**src/rtl/algorithm_multi_vc.sv**
```systemverilog
// Per-input routing stage: Y-first dimension-ordered channel selection with per-packet lock,
// a shared two-entry skid buffer toward the crossbar, and draining/counting of unroutable beats.

package algorithm_multi_vc_pkg;
   localparam int DATA_WIDTH = 32;
   localparam int ID_WIDTH   = 4;
   localparam int DEST_WIDTH = 4;
   localparam int USER_WIDTH = 4;

   typedef struct packed {
      logic [DATA_WIDTH-1:0] tdata;
      logic [ID_WIDTH-1:0]   tid;
      logic [DEST_WIDTH-1:0] tdest;
      logic [USER_WIDTH-1:0] tuser;
      logic                  tlast;
   } axis_data_t;
endpackage

module algorithm_multi_vc
   import algorithm_multi_vc_pkg::*;
#(
   parameter int VC_NUMBER      = 2,
   parameter int VC_WIDTH       = (VC_NUMBER > 1) ? $clog2(VC_NUMBER) : 1,
   parameter int CHANNEL_NUMBER = 5 * VC_NUMBER,
   parameter int MAX_ROUTERS_X  = 4,
   parameter int MAX_ROUTERS_Y  = 4,
   // One extra bit so that targets outside the mesh can be presented and dropped.
   parameter int MAX_ROUTERS_X_WIDTH = $clog2(MAX_ROUTERS_X + 1),
   parameter int MAX_ROUTERS_Y_WIDTH = $clog2(MAX_ROUTERS_Y + 1),
   parameter int ROUTER_X       = 0,
   parameter int ROUTER_Y       = 0,
   parameter int ROUTING_HEADER = 0,
   parameter int CNT_WIDTH      = 16
) (
   input  logic                           clk,
   input  logic                           rst_n,
   input  axis_data_t                     in,
   input  logic                           in_valid,
   output logic                           in_ready,
   input  logic [VC_WIDTH-1:0]            in_vc,
   input  logic [MAX_ROUTERS_X_WIDTH-1:0] target_x,
   input  logic [MAX_ROUTERS_Y_WIDTH-1:0] target_y,
   output axis_data_t                     out [CHANNEL_NUMBER],
   output logic                           out_valid [CHANNEL_NUMBER],
   input  logic                           out_ready [CHANNEL_NUMBER],
   output logic [CHANNEL_NUMBER-1:0]      busy,
   output logic [CNT_WIDTH-1:0]           drop_count
);

   localparam int CH_W = (CHANNEL_NUMBER > 1) ? $clog2(CHANNEL_NUMBER) : 1;

   localparam int DIR_LOCAL = 0;
   localparam int DIR_NORTH = 1;
   localparam int DIR_EAST  = 2;
   localparam int DIR_SOUTH = 3;
   localparam int DIR_WEST  = 4;

   typedef enum logic [1:0] {IDLE, FWD, DROP} state_t;

   state_t          state;
   logic            alive;
   logic            lock_valid;
   logic [CH_W-1:0] lock_ch;

   axis_data_t      mem [2];
   logic            wr_ptr;
   logic            rd_ptr;
   logic [1:0]      count;

   logic            is_header;
   logic            target_bad;
   logic [CH_W-1:0] route_ch;
   logic            accept;
   logic            push;
   logic            pop;
   logic            drop;
   logic            tail_pop;
   axis_data_t      head;

   assign is_header  = (in.tid == ID_WIDTH'(ROUTING_HEADER));
   assign target_bad = (int'(target_x) >= MAX_ROUTERS_X) || (int'(target_y) >= MAX_ROUTERS_Y);

   // Y is resolved before X; the VC index is clipped to the highest existing VC.
   always_comb begin
      int dir;
      int vc_clip;
      // NOTE: every variable written here gets a default first so no latch is inferred.
      dir     = DIR_LOCAL;
      vc_clip = int'(in_vc);
      if (int'(target_x) == ROUTER_X && int'(target_y) == ROUTER_Y) dir = DIR_LOCAL;
      else if (int'(target_y) < ROUTER_Y)                          dir = DIR_NORTH;
      else if (int'(target_y) > ROUTER_Y)                          dir = DIR_SOUTH;
      else if (int'(target_x) > ROUTER_X)                          dir = DIR_EAST;
      else                                                         dir = DIR_WEST;
      if (vc_clip >= VC_NUMBER) vc_clip = VC_NUMBER - 1;
      route_ch = CH_W'(dir * VC_NUMBER + vc_clip);
   end

   // A header in IDLE waits until the previous packet's tail has left, so one owner at a time.
   always_comb begin
      in_ready = 1'b0;
      if (alive) begin
         unique case (state)
            IDLE:    in_ready = is_header ? !lock_valid : 1'b1;
            FWD:     in_ready = (count != 2'd2);
            DROP:    in_ready = 1'b1;
            default: in_ready = 1'b0;
         endcase
      end
   end

   assign accept = in_valid && in_ready;

   always_comb begin
      push = 1'b0;
      drop = 1'b0;
      unique case (state)
         IDLE: begin
            push = accept && is_header && !target_bad;
            drop = accept && !(is_header && !target_bad);
         end
         FWD:     push = accept;
         DROP:    drop = accept;
         default: ;
      endcase
   end

   assign head     = mem[rd_ptr];
   assign pop      = (count != 2'd0) && out_ready[lock_ch];
   assign tail_pop = pop && head.tlast;

   always_comb begin
      for (int i = 0; i < CHANNEL_NUMBER; i++) begin
         out_valid[i] = (count != 2'd0) && (lock_ch == CH_W'(i));
         out[i]       = out_valid[i] ? head : '0;
         busy[i]      = lock_valid && (lock_ch == CH_W'(i));
      end
   end

   // NOTE: sequential state uses non-blocking assignments only.
   always_ff @(posedge clk or negedge rst_n) begin
      if (!rst_n) begin
         state      <= IDLE;
         alive      <= 1'b0;
         lock_valid <= 1'b0;
         lock_ch    <= '0;
         drop_count <= '0;
      end else begin
         alive <= 1'b1;
         if (tail_pop) lock_valid <= 1'b0;
         if (drop && drop_count != '1) drop_count <= drop_count + 1'b1;
         unique case (state)
            IDLE: begin
               if (accept && is_header) begin
                  if (target_bad) begin
                     if (!in.tlast) state <= DROP;
                  end else begin
                     lock_ch    <= route_ch;
                     lock_valid <= 1'b1;
                     if (!in.tlast) state <= FWD;
                  end
               end
            end
            FWD:     if (accept && in.tlast) state <= IDLE;
            DROP:    if (accept && in.tlast) state <= IDLE;
            default: state <= IDLE;
         endcase
      end
   end

   // NOTE: buffer storage carries no reset; an empty count masks its contents from the outputs.
   always_ff @(posedge clk) begin
      if (push) mem[wr_ptr] <= in;
   end

   always_ff @(posedge clk or negedge rst_n) begin
      if (!rst_n) begin
         wr_ptr <= 1'b0;
         rd_ptr <= 1'b0;
         count  <= 2'd0;
      end else begin
         if (push) wr_ptr <= ~wr_ptr;
         if (pop)  rd_ptr <= ~rd_ptr;
         count <= count + 2'(push) - 2'(pop);
      end
   end

endmodule

```
**config.mk**
```make
export PLATFORM = sky130hd
export DESIGN_NAME = algorithm_multi_vc
export DESIGN_NICKNAME = d
export VERILOG_FILES = /design/src/rtl/algorithm_multi_vc.sv
export SDC_FILE = /design/constraint.sdc
export NUM_CORES = 1
export LEC_CHECK = 0
export CAP_MARGIN = 25
export CORE_AREA = 2 2 216 218
export DETAILED_ROUTE_END_ITERATION = 6
export DIE_AREA = 0 0 218 220
export PLACE_DENSITY = 0.4
export REMOVE_ABC_BUFFERS = 1
export SETUP_SLACK_MARGIN = 0.3
export SLEW_MARGIN = 5
export SYNTH_ARGS = -nofsm -noshare
export SYNTH_HDL_FRONTEND = slang
export SYNTH_SLANG_ARGS = --single-unit
```
**constraint.sdc**
```tcl
create_clock -name clk -period 4.3 [get_ports clk]
set_clock_uncertainty 0.2 [all_clocks]
set_input_delay 0.43 -clock clk [delete_from_list [all_inputs] [get_ports clk]]
set_output_delay 0.43 -clock clk [all_outputs]
set_load 0.02 [all_outputs]
```
==> results.py, run 1 <==
metrics = {
    "final_layout": {
        "fill_cells": 4923,
        "drive_gt1_frac": 0.0696,
        "fin_nets": 1338,
        "synthToLayoutAreaGrowth_pct": 79.1,
        "final_cells": 1886,
        "fin_area_um2": 12800,
        "n_antenna_cell": 0,
    },
    "setup_path": {
        "critPathKind": "reg -> out",
        "worstPathMaxFanout": 32,
        "cp_data_arrival_time_ns": 3.12,
        "r2r_cells": 10,
        "required_ns": 3.67,
        "crit_path_start_kind": "register",
        "critPathCaptureType": "output port",
    },
    "timing": {
        "min_period_ns": 3.75,
        "finalHoldViolations": 0,
        "clock.fmax_mhz": 267,
        "fin_tns_setup_ns": 0,
        "whs_ns": 0.239,
        "setup_violations": 0,
        "worst_slack_ns": 0.554,
        "maxSlewHeadroom": 0.308,
        "period_share": 0.871,
        "finalMaxSlewViolations": 0,
        "tightest_slew_ns": 1.01,
        "rsz0062_at_grt": "false",
    },
    "yosys": {
        "yosys-top-cells-count": "nor2_1, buf_4, edfxtp_1, mux2i_1, clkbuf_1",
        "synth_area_um2": 7130,
        "yosys.cell_types.count": 44,
        "synth_area_leader_cell": "edfxtp_1",
        "synth_most_common_cell": "nor2_1",
        "synth_area_leaders": "edfxtp_1, nor2_1, buf_4",
        "ys_ff_latch": 117,
        "synthArstFlopShare": 0.231,
        "syn_area_per_cell_um2": 8.81,
        "yosys_warnings": 0,
        "synthFlopType": "edfxtp_1",
        "synth_top_cell_area_share": 0.379,
        "seq_area_frac_synth": 0.474,
        "synth_cells": 809,
        "synth-edff-count": 90,
    },
    "clocking": {
        "cts_tree": "yes",
        "cts.sink_count": 117,
        "ctsHoldBuffers": 0,
        "cts-root-buf": "clkbuf_16",
        "clockBufferDepth": 2,
        "cts_resized": 0,
        "postCtsSetupBuffers": 0,
        "cts_made_buffers": 17,
        "worstSkewPairLatency_ns": 0.41,
        "clk_pin_slew_ns": 0.06,
        "htree_num_levels": 4,
    },
    "route": {
        "top_layer": "met5",
        "wl_met1_um": 13600,
        "drtIter0Drc": 272,
        "drtAntennaViolNets": 0,
        "viasPerCell": 3.71,
        "num_vias": 6990,
        "wl_met2_um": 17000,
        "drt-total-wl_um": 33100,
        "routed-wl-met3_um": 2270,
        "wl_per_cell_um": 17.5,
        "drc": 0,
        "drt-pass1-iter-count": 4,
    },
    "grt": {
        "grt_pass1_vias": 6490,
        "grtUsageTotal": 0.130,
        "grt_max_degree": 33,
        "antenna_found_initial": 2,
        "grt.overflow.total": 0,
        "grt_pass1_wl_um": 45600,
    },
    "power": {
        "p_leak_nw": 4.88,
        "power_density_nw_per_um2": 445,
        "ir_drop_uv": 266,
    },
    "outcome": {
        "status": "finished clean",
    },
    "floorplan": {
        "rows": 79,
        "fp.dieW_um": 218,
        "ios": 552,
        "chipHeight_um": 220,
        "die_area_um2": 48000,
        "core_um2": 45900,
        "initial_core_util": 0.155,
    },
    "placement": {
        "io_buffer_count": 455,
        "dp_hpwl_um": 24300,
        "pre_cts_slack_ns": 0.902,
        "placedCellCount": 1854,
        "gp_congestion": 0.750,
        "place_area_um2": 12200,
    },
    "hold_path": {
        "hold_class": "in -> async",
    },
    "run": {
        "cap_violations": 0,
    },
}
-- final cells by class --
cell class / count / area (um^2) / share of cell area
Sequential cell: 117 / 3380 / 0.265
Clock inverter: 12 / 155 / 0.0121
Tap cell: 607 / 759 / 0.0595
Timing Repair Buffer: 481 / 4770 / 0.374
Clock buffer: 20 / 437 / 0.0342
Inverter: 18 / 67.6 / 0.00529
Multi-Input combinational cell: 631 / 3200 / 0.250
-- per-stage QoR --
stage	power (mW)	util
after global routing	6.02	0.278
after detailed placement	4.31	0.266
after global placement	4.30	0.265
after floorplan	2.89	-
final	5.69	0.278
after CTS	5.81	0.278
-- state kept, by name, summed over array words and instances, names as in the netlist --
register / cells
count: 2
rd_ptr: 1
lock_valid: 1
lock_ch: 3
drop_count: 16
mem: 90
wr_ptr: 1
alive: 1
state: 2
-- power by group --
part           switching [mW]  internal (mW)
logic                    1.73           1.10
registers               0.115           1.30
clock network           0.539          0.912
-- cells by family after synthesis --
group	after synthesis	synth area share
other	2	0.00105
flip-flops	117	0.474
AO/OA/AOI/OAI	13	0.0184
AND/OR/NAND/NOR	444	0.259
XOR/XNOR	19	0.0233
multiplexers	53	0.0795
adder cells (fa/ha/maj)	7	0.0123
buffers and inverters	154	0.133
-- path summary, 6_finish.rpt --
kind | from | end | slack (ns)
worst max-delay path | lock_ch[1]$_DFFE_PN0P_ | out[135] | 0.55
worst max register to register | state[0]$_DFFE_PN0P_ | count[1]$_DFF_PN0_ | 1.37
min in group clk | drop_count[13]$_DFFE_PN0P_ | drop_count[13]$_DFFE_PN0P_ | 0.31
max in group asynchronous | rst_n | drop_count[10]$_DFFE_PN0P_ | 2.99
worst min-delay path | rst_n | lock_ch[0]$_DFFE_PN0P_ | 0.24
worst min register to register | drop_count[13]$_DFFE_PN0P_ | drop_count[13]$_DFFE_PN0P_ | 0.31
-- layout by cell type (no fill, tap or decap), types with 3 or more instances in the layout --
master	instances
nor2_1	378
nor2b_1	3
xnor2_1	18
clkbuf_1	3
nand3_2	11
a21oi_1	4
nand3_1	6
edfxtp_1	90
mux2i_1	48
buf_4	24
ha_1	7
clkbuf_16	17
nand2b_1	6
bufinv_16	3
nor3_1	5
and3_1	3
nand2_2	6
inv_1	18
clkdlybuf4s50_1	455
clkinvlp_4	5
dfrtp_1	26
nand2_1	9
conb_1	95
-- layer usage --
layer | up-vias | track usage
met5 | - | 0
met4 | 4 | 0.0193
li1 | 3338 | -
met3 | 19 | 0.0399
met2 | 290 | 0.233
met1 | 3339 | 0.156
-- worst max-delay path, stage by stage (launching register included) --
cell and delay [ns]:
dfrtp_1 0.63, nor2b_1 0.29, nand2_2 0.54, buf_4 0.46
nor2_1 0.14, clkdlybuf4s50_1 0.62
Note: power is estimated with default switching activity, not from simulation.
==> run 2, diff against run 1 <==
--- a/config.mk
+++ b/config.mk
@@ -7,6 +7,8 @@
 export LEC_CHECK = 0
 export CAP_MARGIN = 25
 export CORE_AREA = 2 2 216 218
+export CTS_BUF_LIST = sky130_fd_sc_hd__clkbuf_16
+export CTS_CLUSTER_SIZE = 28
 export DETAILED_ROUTE_END_ITERATION = 6
 export DIE_AREA = 0 0 218 220
 export PLACE_DENSITY = 0.4
==> results.py, run 2 (synthesis gave the netlist of run 1 again) <==
metrics = {
    "route": {
        "num_vias": 6973,
        "drt-pass1-iter-count": 4,
        "drtAntennaViolNets": 0,
        "routed-wl-met3_um": 2260,
        "viasPerCell": 3.70,
        "drtIter0Drc": 276,
        "drt-total-wl_um": 33100,
        "wl_met2_um": 17000,
        "top_layer": "met5",
        "drc": 0,
        "wl_per_cell_um": 17.5,
        "wl_met1_um": 13600,
    },
    "power": {
        "swShare": 0.419,
        "seqPwrFrac": 0.249,
        "p_comb_frac": 0.497,
        "power_density_nw_per_um2": 445,
        "p_leak_nw": 4.89,
        "ir_drop_uv": 266,
        "pwr-share-clk": 0.254,
        "p_total_mw": 5.68,
        "intPower_mw": 3.30,
        "p_switching_mw": 2.38,
    },
    "clocking": {
        "cts.sink_count": 117,
        "worstSkewPairLatency_ns": 0.41,
        "cts_made_buffers": 17,
        "cts-root-buf": "clkbuf_16",
        "clk_pin_slew_ns": 0.06,
        "postCtsSetupBuffers": 0,
        "cts_tree": "yes",
        "ctsHoldBuffers": 0,
        "clockBufferDepth": 2,
        "cts_resized": 0,
        "htree_num_levels": 4,
    },
    "final_layout": {
        "largest-register": "mem",
        "mostFrequentLayoutCell": "clkdlybuf4s50_1",
        "largest_register_ffs": 90,
        "drive_gt1_frac": 0.0696,
        "layout_common_cells": "clkdlybuf4s50_1, nor2_1, conb_1",
        "fin_nets": 1338,
        "n_antenna_cell": 0,
        "fin_area_um2": 12800,
        "synthToLayoutAreaGrowth_pct": 79.1,
        "largestRegisters": "mem: 90 flops, drop_count: 16 flops, lock_ch: 3 flops",
    },
    "grt": {
        "grt_pass1_wl_um": 45600,
        "antenna_found_initial": 2,
        "grt_pass1_vias": 6490,
        "grt_max_degree": 33,
        "grtUsageTotal": 0.130,
        "grt.overflow.total": 0,
    },
    "timing": {
        "tightest_slew_ns": 1.01,
        "worst_slack_ns": 0.553,
        "min_period_ns": 3.75,
        "fin_tns_setup_ns": 0,
        "finalMaxSlewViolations": 0,
        "rsz0062_at_grt": "false",
        "finalHoldViolations": 0,
        "whs_ns": 0.236,
        "setup_violations": 0,
        "period_share": 0.872,
        "maxSlewHeadroom": 0.308,
        "clock.fmax_mhz": 267,
    },
    "outcome": {
        "status": "finished clean",
    },
    "floorplan": {
        "chipHeight_um": 220,
        "die_area_um2": 48000,
        "rows": 79,
        "core_um2": 45900,
        "ios": 552,
        "initial_core_util": 0.155,
        "fp.dieW_um": 218,
    },
    "setup_path": {
        "worstPathMaxFanout": 32,
        "required_ns": 3.67,
        "max_stage_delay_ns": 0.64,
        "cp_slowest_cell": "dfrtp_1",
        "critPathCaptureType": "output port",
        "crit_path_start_kind": "register",
        "cp_cell_sequence": "nor2b_1 -> nand2_2 -> buf_4 -> nor2_1 -> clkdlybuf4s50_1",
        "cp_data_arrival_time_ns": 3.12,
        "critPathKind": "reg -> out",
    },
    "run": {
        "cap_violations": 0,
    },
    "placement": {
        "place_area_um2": 12200,
        "dp_hpwl_um": 24300,
        "pre_cts_slack_ns": 0.902,
        "io_buffer_count": 455,
        "gp_congestion": 0.750,
    },
    "hold_path": {
        "hold_class": "in -> async",
    },
}
run 2: power groups by stage:
stage               clock network (mW)  logic (mW)  registers, mW
floorplan                            0        1.40           1.49
global placement                     0        2.87           1.43
detailed placement                   0        2.88           1.43
CTS                               1.50        2.88           1.42
global route                      1.55        3.03           1.43
finish                            1.44        2.82           1.41
run 2: path summary, 6_finish.rpt:
kind / end / startpoint / slack (ns) / cells after the start
worst min register to register: drop_count[13]$_DFFE_PN0P_ / drop_count[13]$_DFFE_PN0P_ / 0.31 / 1
worst max-delay path: out[135] / lock_ch[1]$_DFFE_PN0P_ / 0.55 / 5
worst min-delay path: lock_ch[0]$_DFFE_PN0P_ / rst_n / 0.24 / 1
max in group asynchronous: drop_count[10]$_DFFE_PN0P_ / rst_n / 2.99 / 2
min in group clk: drop_count[13]$_DFFE_PN0P_ / drop_count[13]$_DFFE_PN0P_ / 0.31 / 1
worst max register to register: count[1]$_DFF_PN0_ / state[0]$_DFFE_PN0P_ / 1.38 / 10
run 2: layout make-up:
type	count	area, um^2
Multi-Input combinational cell	631	3200
Clock buffer	17	425
Inverter	18	67.6
Fill cell	4923	33100
Clock inverter	15	166
Tap cell	607	759
Timing Repair Buffer	481	4770
Sequential cell	117	3380
run 2: metrics by stage:
| step | utilization | instances |
|---|---|---|
| floorplan | - | 766 |
| global placement | 0.265 | 1853 |
| global route | 0.278 | 1886 |
| finish | 0.278 | 1886 |
| detailed placement | 0.266 | 1854 |
| CTS | 0.278 | 1886 |
run 2: per-layer routing:
metal	global-route usage	vias to the layer above
met1	0.156	3324
met5	0	-
met4	0.0193	4
li1	-	3337
met2	0.233	290
met3	0.0399	18
run 2: worst max-delay path, delay by kind of cell, from the launching register on:
family        cells  cell delay [ns]
simple gates      3             0.97
buf+inv           2             1.08
flops             1             0.64
==> run 3, diff against run 2 <==
--- a/config.mk
+++ b/config.mk
@@ -14,7 +14,6 @@
 export PLACE_DENSITY = 0.4
 export REMOVE_ABC_BUFFERS = 1
 export SETUP_SLACK_MARGIN = 0.3
-export SLEW_MARGIN = 5
 export SYNTH_ARGS = -nofsm -noshare
 export SYNTH_HDL_FRONTEND = slang
 export SYNTH_SLANG_ARGS = --single-unit
==> constraint.sdc (replaced) <==
create_clock -name clk -period 3.9 [get_ports clk]
set_clock_uncertainty 0.2 [all_clocks]
set_input_delay 0.39 -clock clk [delete_from_list [all_inputs] [get_ports clk]]
set_output_delay 0.39 -clock clk [all_outputs]
set_load 0.02 [all_outputs]
==> results.py, run 3 (synthesis gave the netlist of run 1 again) <==
metrics = {
    "setup_path": {
        "worstPathMaxFanout": 26,
        "required_ns": 3.31,
        "crit_path_start_kind": "register",
        "cp_data_arrival_time_ns": 2.87,
        "cp_common_cell": "nor2_1",
        "max_stage_delay_ns": 0.63,
        "cp_cell_sequence": "nor2_1 -> nand2_2 -> buf_12 -> nor2_1 -> clkdlybuf4s50_1",
        "critPathCaptureType": "output port",
        "critPathKind": "reg -> out",
        "cp_slowest_cell": "clkdlybuf4s50_1",
    },
    "floorplan": {
        "rows": 79,
        "ios": 552,
        "die_area_um2": 48000,
        "chipHeight_um": 220,
        "initial_core_util": 0.155,
        "core_um2": 45900,
        "fp.dieW_um": 218,
    },
    "final_layout": {
        "largest-register": "mem",
        "layout_common_cells": "clkdlybuf4s50_1, nor2_1, conb_1",
        "fin_area_um2": 12800,
        "synthToLayoutAreaGrowth_pct": 79.8,
        "largestRegisters": "mem: 90 flops, drop_count: 16 flops, lock_ch: 3 flops",
        "fin_nets": 1344,
        "largest_register_ffs": 90,
        "mostFrequentLayoutCell": "clkdlybuf4s50_1",
        "n_antenna_cell": 0,
        "drive_gt1_frac": 0.0732,
    },
    "clocking": {
        "clk_pin_slew_ns": 0.06,
        "ctsHoldBuffers": 0,
        "cts_tree": "yes",
        "cts-root-buf": "clkbuf_16",
        "cts_resized": 1,
        "cts.sink_count": 117,
        "htree_num_levels": 4,
        "cts_made_buffers": 17,
        "worstSkewPairLatency_ns": 0.42,
        "clockBufferDepth": 2,
        "postCtsSetupBuffers": 0,
    },
    "placement": {
        "place_area_um2": 12200,
        "gp_congestion": 0.745,
        "dp_hpwl_um": 24200,
        "io_buffer_count": 455,
    },
    "power": {
        "p_leak_nw": 4.93,
        "power_density_nw_per_um2": 487,
        "ir_drop_uv": 267,
    },
    "grt": {
        "grt.overflow.total": 0,
        "grt_max_degree": 31,
        "grt_pass1_wl_um": 44600,
        "grt_pass1_vias": 6437,
        "grtUsageTotal": 0.127,
        "antenna_found_initial": 2,
    },
    "run": {
        "cap_violations": 0,
    },
    "timing": {
        "period_share": 0.888,
        "fin_tns_setup_ns": 0,
        "finalHoldViolations": 0,
        "min_period_ns": 3.46,
        "clock.fmax_mhz": 289,
        "maxSlewHeadroom": 0.278,
        "finalMaxSlewViolations": 0,
        "setup_violations": 0,
        "tightest_slew_ns": 1.05,
        "rsz0062_at_grt": "true",
    },
    "route": {
        "drt-total-wl_um": 32300,
        "drt-pass1-iter-count": 5,
        "viasPerCell": 3.67,
        "num_vias": 6946,
        "drtAntennaViolNets": 0,
        "wl_per_cell_um": 17.0,
        "drc": 0,
        "drtIter0Drc": 215,
    },
    "hold_path": {
        "hold_class": "in -> async",
    },
    "outcome": {
        "status": "finished clean",
    },
}
==> run 3: cell types whose count changed in the layout (fill, tap and decap cells not counted) <==
cell and change:
buf_4 +5, clkinvlp_4 -3, clkinv_2 +3, buf_12 +1, inv_1 +1, dfrtp_2 +1
nand2_2 -1, clkinv_1 +1, clkinv_4 -1, inv_6 -1, dfrtp_1 -1, nand2_4 +1
==> run 3: critical path: cells and delay by family (launching register included) <==
kind,cells,cell delay [ns]
and+or+nand+nor,3,1.03
DFF,1,0.46
buffers and inverters,2,0.96
==> run 3: area by class of cell <==
type,count,area [um^2]
sequential,117,3380
multi-input combinational,631,3200
fill,4889,33000
timing repair buffer,487,4830
clock buffer,17,425
clock inverter,15,149
tap,607,759
inverter,18,67.6
==> run 3: path summary, 6_finish.rpt <==
kind / from / end / slack [ns] / cells after the start
max: lock_ch[2]$_DFFE_PN0P_ / out[420] / 0.44 / 5
min: rst_n / rd_ptr$_DFFE_PN0P_ / 0.14 / 1
max reg2reg: state[0]$_DFFE_PN0P_ / count[1]$_DFF_PN0_ / 0.99 / 10
min reg2reg: count[1]$_DFF_PN0_ / count[1]$_DFF_PN0_ / 0.30 / 1
max in group asynchronous: rst_n / lock_ch[0]$_DFFE_PN0P_ / 2.69 / 2
min in group clk: count[1]$_DFF_PN0_ / count[1]$_DFF_PN0_ / 0.30 / 1
==> run 3: per-layer routing <==
metal,up-vias,share of wire,routed length (um),track usage
li1,3348,-,-,-
met1,3283,0.40,12800,0.147
met2,290,0.53,17000,0.232
met3,21,0.067,2150,0.0353
met4,4,0.0088,284,0.0270
met5,-,0.00081,26,0
==> run 3: metrics by stage <==
step / setup slack (ns) / hold WS [ns] / cells / util / power (mW)
after floorplan: 0.00979 / -0.106 / 766 / - / 3.18
after global placement: 0.733 / 0.290 / 1859 / 0.267 / 4.77
after detailed placement: 0.701 / 0.290 / 1860 / 0.267 / 4.77
after CTS: 0.356 / 0.128 / 1892 / 0.279 / 6.38
after global routing: 0.282 / 0.163 / 1892 / 0.279 / 6.60
final: 0.438 / 0.137 / 1892 / 0.279 / 6.24
==> run 3: report_power, final <==
group	leakage, nW	internal (mW)	switching, mW	total [mW]
Clock	0.295	0.984	0.571	1.56
Sequential	1.16	1.43	0.122	1.55
Combinational	3.48	1.24	1.89	3.13
Total	4.93	3.65	2.58	6.24
